`src/rtl/alu_pkg.sv`:
```
// Shared definitions for the ALU and the round-robin scheduler that shares it:
// datapath widths, opcode encoding, scheduler state encoding and an
// opcode-legality helper.
package alu_pkg;

    localparam int WIDTH = 6;
    localparam int SEL_W = 3;

    typedef enum logic [SEL_W-1:0] {
        ADD  = 3'b000,
        SUB  = 3'b001,
        EQ   = 3'b100,
        GT   = 3'b101,
        LT   = 3'b110,
        ZERO = 3'b111
    } alu_op_e;

    typedef enum logic [1:0] {
        IDLE,
        EXEC,
        RESP
    } sched_state_e;

    // 3'b010 and 3'b011 have no ALU function behind them.
    function automatic logic op_supported(input logic [SEL_W-1:0] sel);
        return !((sel == 3'b010) || (sel == 3'b011));
    endfunction

endpackage

```
`src/rtl/alu_rr_scheduler_if.sv`:
```
// Request/response bundle between the requester front-ends and the scheduler.
//   req_valid/req_ready : per-requester handshake (ready is one-hot or zero)
//   req_a/req_b/req_sel : per-requester operands and opcode
//   rsp_valid/rsp_ready : response handshake
//   rsp_id/rsp_data/rsp_err : tagged result
// master = requester/consumer side, slave = scheduler side.
interface alu_rr_scheduler_if #(
    parameter int NUM_REQ = 4,
    parameter int WIDTH   = 6,
    parameter int SEL_W   = 3
);
    localparam int ID_W = $clog2(NUM_REQ);

    logic [NUM_REQ-1:0]            req_valid;
    logic [NUM_REQ-1:0]            req_ready;
    logic [NUM_REQ-1:0][WIDTH-1:0] req_a;
    logic [NUM_REQ-1:0][WIDTH-1:0] req_b;
    logic [NUM_REQ-1:0][SEL_W-1:0] req_sel;
    logic                          rsp_valid;
    logic                          rsp_ready;
    logic [ID_W-1:0]               rsp_id;
    logic [WIDTH-1:0]              rsp_data;
    logic                          rsp_err;

    modport master (
        output req_valid, req_a, req_b, req_sel, rsp_ready,
        input  req_ready, rsp_valid, rsp_id, rsp_data, rsp_err
    );

    modport slave (
        input  req_valid, req_a, req_b, req_sel, rsp_ready,
        output req_ready, rsp_valid, rsp_id, rsp_data, rsp_err
    );

endinterface

```
`src/rtl/alu.sv`:
```
// Team 6-bit combinational ALU.
//   a_i, b_i : operands
//   sel_i    : opcode (alu_op_e)
//   c_o      : result; compares give 0/1, unsupported opcodes give 0
module alu
    import alu_pkg::*;
(
    input  logic [WIDTH-1:0] a_i,
    input  logic [WIDTH-1:0] b_i,
    input  logic [SEL_W-1:0] sel_i,
    output logic [WIDTH-1:0] c_o
);

    always_comb begin
        c_o = '0;
        case (sel_i)
            ADD:     c_o = a_i + b_i;
            SUB:     c_o = a_i - b_i;
            EQ:      c_o[0] = (a_i == b_i);
            GT:      c_o[0] = ($signed(a_i) > $signed(b_i));
            LT:      c_o[0] = ($signed(a_i) < $signed(b_i));
            ZERO:    c_o[0] = (a_i == '0);
            default: c_o = '0;
        endcase
    end

endmodule

```
`src/rtl/alu_rr_scheduler_rr_arbiter.sv`:
```
// Combinational round-robin pick.
//   req_valid_i  : pending requests
//   last_grant_i : requester granted most recently (search starts one above)
//   grant_o      : one-hot grant (zero when nothing pending)
//   winner_o     : index of the granted requester
//   found_o      : at least one request pending
module alu_rr_scheduler_rr_arbiter #(
    parameter int NUM_REQ = 4,
    parameter int ID_W    = $clog2(NUM_REQ)
) (
    input  logic [NUM_REQ-1:0] req_valid_i,
    input  logic [ID_W-1:0]    last_grant_i,
    output logic [NUM_REQ-1:0] grant_o,
    output logic [ID_W-1:0]    winner_o,
    output logic               found_o
);

    localparam logic [ID_W:0] NUM_REQ_W = (ID_W+1)'(NUM_REQ);

    logic [ID_W:0] sum;

    // Walk last+1 .. last+NUM_REQ; the extra bit lets a single subtract
    // implement the wrap for non-power-of-two NUM_REQ.
    always_comb begin
        grant_o  = '0;
        winner_o = '0;
        found_o  = 1'b0;
        sum      = '0;
        for (int k = 1; k <= NUM_REQ; k++) begin
            sum = {1'b0, last_grant_i} + (ID_W+1)'(k);
            if (sum >= NUM_REQ_W) sum = sum - NUM_REQ_W;
            if (!found_o && req_valid_i[sum[ID_W-1:0]]) begin
                found_o  = 1'b1;
                winner_o = sum[ID_W-1:0];
            end
        end
        grant_o[winner_o] = found_o;
    end

endmodule

```
`src/rtl/alu_rr_scheduler.sv`:
```
// Shares one ALU among NUM_REQ requesters. IDLE picks a winner round-robin
// and latches its operation, EXEC registers the ALU result, RESP holds the
// tagged result until the consumer takes it.
//   clk, reset : clock, synchronous active-high reset
//   sched_if   : request/response bundle (slave side)
module alu_rr_scheduler
#(
    parameter int NUM_REQ = 4,
    parameter int WIDTH   = alu_pkg::WIDTH,
    parameter int SEL_W   = alu_pkg::SEL_W,
    parameter int ID_W    = $clog2(NUM_REQ)
) (
    input  logic               clk,
    input  logic               reset,
    alu_rr_scheduler_if.slave  sched_if
);
    import alu_pkg::*;

    sched_state_e     state_q, state_d;
    logic [ID_W-1:0]  last_grant_q, last_grant_d;
    logic [WIDTH-1:0] op_a_q, op_a_d, op_b_q, op_b_d;
    logic [SEL_W-1:0] op_sel_q, op_sel_d;
    logic [ID_W-1:0]  op_id_q, op_id_d;
    logic [WIDTH-1:0] rsp_data_q, rsp_data_d;
    logic [ID_W-1:0]  rsp_id_q, rsp_id_d;
    logic             rsp_err_q, rsp_err_d;

    logic [NUM_REQ-1:0] grant;
    logic [ID_W-1:0]    winner;
    logic               found;
    logic [NUM_REQ-1:0] req_ready_c;
    logic [WIDTH-1:0]   alu_c;

    alu_rr_scheduler_rr_arbiter #(.NUM_REQ(NUM_REQ), .ID_W(ID_W)) u_arb (
        .req_valid_i  (sched_if.req_valid),
        .last_grant_i (last_grant_q),
        .grant_o      (grant),
        .winner_o     (winner),
        .found_o      (found)
    );

    // The ALU sees only latched operands so requester inputs can move freely
    // once accepted.
    alu u_alu (
        .a_i   (op_a_q),
        .b_i   (op_b_q),
        .sel_i (op_sel_q),
        .c_o   (alu_c)
    );

    always_ff @(posedge clk) begin
        if (reset) begin
            state_q      <= IDLE;
            last_grant_q <= ID_W'(NUM_REQ-1);
            op_a_q       <= '0;
            op_b_q       <= '0;
            op_sel_q     <= '0;
            op_id_q      <= '0;
            rsp_data_q   <= '0;
            rsp_id_q     <= '0;
            rsp_err_q    <= 1'b0;
        end else begin
            state_q      <= state_d;
            last_grant_q <= last_grant_d;
            op_a_q       <= op_a_d;
            op_b_q       <= op_b_d;
            op_sel_q     <= op_sel_d;
            op_id_q      <= op_id_d;
            rsp_data_q   <= rsp_data_d;
            rsp_id_q     <= rsp_id_d;
            rsp_err_q    <= rsp_err_d;
        end
    end

    always_comb begin
        state_d      = state_q;
        last_grant_d = last_grant_q;
        op_a_d       = op_a_q;
        op_b_d       = op_b_q;
        op_sel_d     = op_sel_q;
        op_id_d      = op_id_q;
        rsp_data_d   = rsp_data_q;
        rsp_id_d     = rsp_id_q;
        rsp_err_d    = rsp_err_q;
        req_ready_c  = '0;
        case (state_q)
            IDLE: begin
                if (found) begin
                    req_ready_c  = grant;
                    op_a_d       = sched_if.req_a[winner];
                    op_b_d       = sched_if.req_b[winner];
                    op_sel_d     = sched_if.req_sel[winner];
                    op_id_d      = winner;
                    last_grant_d = winner;
                    state_d      = EXEC;
                end
            end
            EXEC: begin
                rsp_id_d   = op_id_q;
                rsp_err_d  = !op_supported(op_sel_q);
                rsp_data_d = op_supported(op_sel_q) ? alu_c : '0;
                state_d    = RESP;
            end
            RESP: begin
                if (sched_if.rsp_ready) state_d = IDLE;
            end
            default: state_d = IDLE;
        endcase
    end

    // No accept while reset is held: the transfer would be thrown away and
    // the requester would wrongly believe it had been taken.
    assign sched_if.req_ready = reset ? '0 : req_ready_c;
    assign sched_if.rsp_valid = (state_q == RESP);
    assign sched_if.rsp_data  = rsp_data_q;
    assign sched_if.rsp_id    = rsp_id_q;
    assign sched_if.rsp_err   = rsp_err_q;

endmodule

```
`src/flat_wrapper.sv`:
```
// flat-port wrapper written by rule: the top's interface ports become plain ports
module alu_rr_scheduler_flat import alu_pkg::*;
#(
    parameter int NUM_REQ = 4,
    parameter int WIDTH   = alu_pkg::WIDTH,
    parameter int SEL_W   = alu_pkg::SEL_W,
    parameter int ID_W    = $clog2(NUM_REQ)
)
  (clk, reset, sched_if_req_valid, sched_if_req_a, sched_if_req_b, sched_if_req_sel, sched_if_rsp_ready, sched_if_req_ready, sched_if_rsp_valid, sched_if_rsp_id, sched_if_rsp_data, sched_if_rsp_err);
  alu_rr_scheduler_if #(.NUM_REQ(NUM_REQ), .WIDTH(WIDTH), .SEL_W(SEL_W)) sched_if_i ();
  input  logic clk;
  input  logic reset;
  input wire logic [$bits(sched_if_i.req_valid)-1:0] sched_if_req_valid;
  input wire logic [$bits(sched_if_i.req_a)-1:0] sched_if_req_a;
  input wire logic [$bits(sched_if_i.req_b)-1:0] sched_if_req_b;
  input wire logic [$bits(sched_if_i.req_sel)-1:0] sched_if_req_sel;
  input wire logic [$bits(sched_if_i.rsp_ready)-1:0] sched_if_rsp_ready;
  output wire logic [$bits(sched_if_i.req_ready)-1:0] sched_if_req_ready;
  output wire logic [$bits(sched_if_i.rsp_valid)-1:0] sched_if_rsp_valid;
  output wire logic [$bits(sched_if_i.rsp_id)-1:0] sched_if_rsp_id;
  output wire logic [$bits(sched_if_i.rsp_data)-1:0] sched_if_rsp_data;
  output wire logic [$bits(sched_if_i.rsp_err)-1:0] sched_if_rsp_err;
  assign sched_if_i.req_valid = sched_if_req_valid;
  assign sched_if_i.req_a = sched_if_req_a;
  assign sched_if_i.req_b = sched_if_req_b;
  assign sched_if_i.req_sel = sched_if_req_sel;
  assign sched_if_i.rsp_ready = sched_if_rsp_ready;
  assign sched_if_req_ready = sched_if_i.req_ready;
  assign sched_if_rsp_valid = sched_if_i.rsp_valid;
  assign sched_if_rsp_id = sched_if_i.rsp_id;
  assign sched_if_rsp_data = sched_if_i.rsp_data;
  assign sched_if_rsp_err = sched_if_i.rsp_err;
  alu_rr_scheduler #(.NUM_REQ(NUM_REQ), .WIDTH(WIDTH), .SEL_W(SEL_W), .ID_W(ID_W)) u_core (.clk(clk), .reset(reset), .sched_if(sched_if_i));
endmodule
```
`config.mk`:
```
export PLATFORM = sky130hd
export DESIGN_NAME = alu_rr_scheduler_flat
export DESIGN_NICKNAME = d
export VERILOG_FILES = /design/src/rtl/alu_pkg.sv /design/src/rtl/alu_rr_scheduler_if.sv /design/src/rtl/alu.sv /design/src/rtl/alu_rr_scheduler_rr_arbiter.sv /design/src/rtl/alu_rr_scheduler.sv /design/src/flat_wrapper.sv
export SDC_FILE = /design/constraint.sdc
export NUM_CORES = 1
export LEC_CHECK = 0
export CAP_MARGIN = 15
export CORE_MARGIN = 1.5
export CORE_UTILIZATION = 40
export CTS_CLUSTER_SIZE = 16
export DETAILED_ROUTE_END_ITERATION = 10
export PLACE_DENSITY_LB_ADDON = 0.2
export SLEW_MARGIN = 20
export SYNTH_ARGS = -nofsm -noshare
export SYNTH_HDL_FRONTEND = slang
export SYNTH_SLANG_ARGS = --single-unit
```
`constraint.sdc`:
```
create_clock -name clk -period 2.7 [get_ports clk]
set_clock_uncertainty 0.05 [all_clocks]
set_input_delay 0.54 -clock clk [delete_from_list [all_inputs] [get_ports clk]]
set_output_delay 0.54 -clock clk [all_outputs]
set_load 0.005 [all_outputs]
```
==> flow_summary.yaml <==
worst_setup_path:
  crit_path_end_kind: "primary output"
  arrival_ns: 1.99
  cp.depth: 6
  rr_endpoint: "u_core.op_a_q[4]"
  startpoint_type: "input port"
  slowest_delay_ns: 0.50
  slowest_stage: "clkdlybuf4s50_1"
  worstPathCellList: "dlygate4sd2_1 -> nor2b_2 -> o21ai_2 -> a21o_2 -> nor2_1 -> clkdlybuf4s50_1"
  ff2ff_setup_slack_ns: 0.61
  cp-startpoint: "sched_if_req_valid[2]"
  required_ns: 2.11
  r2r_start: "u_core.last_grant_q[1]"
  reg2reg_depth: 6
  crit_fanout: 4
  cp-endpoint: "sched_if_req_ready[0]"
  cp_num_buf_inv: 2
  critPathKind: "input port to primary output"
  cp_top_family: "buffers and inverters"
clock_tree:
  clock_sinks: 30
  clkTransAtPathRegs_ns: 0.06
  cts_buffers: 5
  root_buffer: "clkbuf_8"
  htreeDepth: 2
  cts_tree: "done"
  ctsLongestPathBuffers: 2
  clock_latency_ns: 0.29
  cts_hold_buf: 0
sta:
  post-route-period-util_pct: 95.5
  setup_slack_ns: 0.120
  hold_viol: 0
  setup_viol: 0
  rsz0062_at_grt: "false"
  post-route-min-period_ns: 2.58
  slew_headroom_pct: 43.5
  clock.fmax_ghz: 0.388
  tightest_slew_ns: 0.843
  slew_violations: 0
synthesis:
  synthDistinctLibCells: 49
  async_reset_ff_share_pct: 0
  syn_inst: 260
  synthesis.nets: 340
  yosysSeqAreaShare_pct: 26.3
  syn-cell-area_um2: 2280
  yosys_warnings: 0
  synth_seq_cells: 30
  ys.flop_type: "dfxtp_1"
  synth-edff-count: 0
  syn_avg_cell_area_um2: 8.78
placed_design:
  gp_congestion: 0.884
  place_ws_ns: -0.159
  place_area_um2: 3180
  numPortBuffers: 80
  dpl.hpwl_mm: 4.52
floorplan:
  die_h_um: 78.6
  num_rows: 27
  io_pins: 81
  start_util_pct: 41.5
  fp.dieW_um: 78.6
  dieArea_um2: 6170
  core_um2: 5510
status:
  status: "finished, final reports clean"
global_route:
  grt_max_degree: 30
  antenna_found_initial: 0
  gr-total-overflow: 0
  grt_pass1_wl_mm: 9.54
  grt_pass1_vias: 2010
  grt.total_usage_pct: 19.1
layout:
  final_net_count: 421
  multi_input_area_um2: 1590
  area.sequential_um2: 602
  fill_cells: 504
  layout_common_cells: "clkdlybuf4s50_1 (76), nand3_1 (30), dfxtp_1 (29)"
  final_common_cell: "clkdlybuf4s50_1"
  syn2layout_area_growth_pct: 44.9
  final_core_util_pct: 60.1
  drive_gt1_share_pct: 14.3
  finish.instance_area_um2: 3310
  diodes: 0
detailed_routing:
  vias: 2236
  wl_per_cell_um: 13.6
  drtAntennaViolNets: 0
  drt_iter0_markers: 117
  viasPerCell: 5.40
  drt_first_pass_iters: 4
  drcViolationCount: 0
  drt_wl_total_mm: 5.62
power_and_ir_drop:
  ir_drop_v: 0.000263
  power_density_nw_per_um2: 540
  p_leak_nw: 1.34
run:
  maxCapViolations: 0
worst_hold_path:
  hold_path_class: "flop to flop"
## report_power, final
part	switching [mW]	internal, mW	total, mW
clock network	0.178	0.205	0.383
logic	0.380	0.429	0.809
registers	0.0844	0.512	0.596
## worst min-delay path: cells and delay by family (launching register included)
| kind | cells | cell delay, ns |
|---|---|---|
| compound gates | 1 | 0.05 |
| simple gates | 1 | 0.05 |
| flops | 1 | 0.31 |
## state kept, by name, summed over array words and instances, names as in the netlist
name                      cells
u_core.sched_if.rsp_err       1
u_core.op_a_q                 6
u_core.state_q                2
u_core.op_b_q                 6
u_core.op_sel_q               3
u_core.last_grant_q           2
u_core.sched_if.rsp_data      6
u_core.op_id_q                2
u_core.sched_if.rsp_id        2
## cell usage after synthesis, types with 4 or more instances
| master | number | area share, % |
|---|---|---|
| a221o_1 | 15 | 6.6 |
| nand3_1 | 30 | 6.6 |
| nor4_1 | 4 | 1.1 |
| mux2i_1 | 21 | 9.2 |
| a21oi_1 | 11 | 2.4 |
| mux2_4 | 11 | 7.2 |
| clkbuf_1 | 14 | 2.3 |
| nand3b_1 | 4 | 1.3 |
| inv_1 | 13 | 2.1 |
| nor3_1 | 5 | 1.1 |
| mux2_2 | 4 | 2.0 |
| dfxtp_1 | 30 | 26 |
| nand2_1 | 10 | 1.6 |
| nor2b_1 | 4 | 1.1 |
| nor2_1 | 19 | 3.1 |
| nand2b_1 | 8 | 2.2 |
| ha_1 | 11 | 6.0 |
## final cells by class
class,instances,area share [%]
Sequential cell,30,18.2
Clock buffer,6,2.50
Timing Repair Buffer,92,26.7
Inverter,13,1.48
Multi-Input combinational cell,199,48.0
Tap cell,72,2.72
Clock inverter,2,0.378
## stage by stage
stage               power, mW  std cells  hold WS, ns  TNS (ns)
global placement         1.39        405        0.392    -0.320
finish                   1.79        414        0.403         0
CTS                      1.79        414        0.408         0
global route             1.92        414        0.438         0
floorplan                1.13        260        0.382         0
detailed placement       1.40        405        0.399    -0.724
## cells by family (layout without fill, tap and decap cells)
family	after synthesis	after routing	synth area share (%)
simple gates	94	94	21.2
flops	30	30	26.3
compound gates	54	54	19.5
buf+inv	31	113	6.14
mux	36	36	18.4
xor+xnor	2	2	0.767
fa+ha+maj	13	13	7.78
## worst min path at each step
stage,from,to,cells after the start
global route,u_core.sched_if.rsp_id[0],u_core.sched_if.rsp_id[0],2
CTS,u_core.sched_if.rsp_id[0],u_core.sched_if.rsp_id[0],2
global placement,u_core.sched_if.rsp_id[1],u_core.sched_if.rsp_id[1],2
finish,u_core.sched_if.rsp_id[0],u_core.sched_if.rsp_id[0],2
detailed placement,u_core.sched_if.rsp_id[0],u_core.sched_if.rsp_id[0],2
floorplan,u_core.op_id_q[0],u_core.sched_if.rsp_id[0],2
## routing by layer
layer / global-route usage (%) / share of wire [%]
met5: 0 / 0
met4: 5.54 / 1.3
met3: 4.19 / 6.6
met2: 29.8 / 43
met1: 26.3 / 49
## repair_timing
| item | CTS | global route |
|---|---|---|
| cloned | 0 | 0 |
| resized for setup | 9 | 4 |
| buffers inserted | 1 | 0 |
| pin swaps | 1 | 0 |
| endpoints found under the setup margin | 4 | 4 |
(Power assumes the default switching activity.)
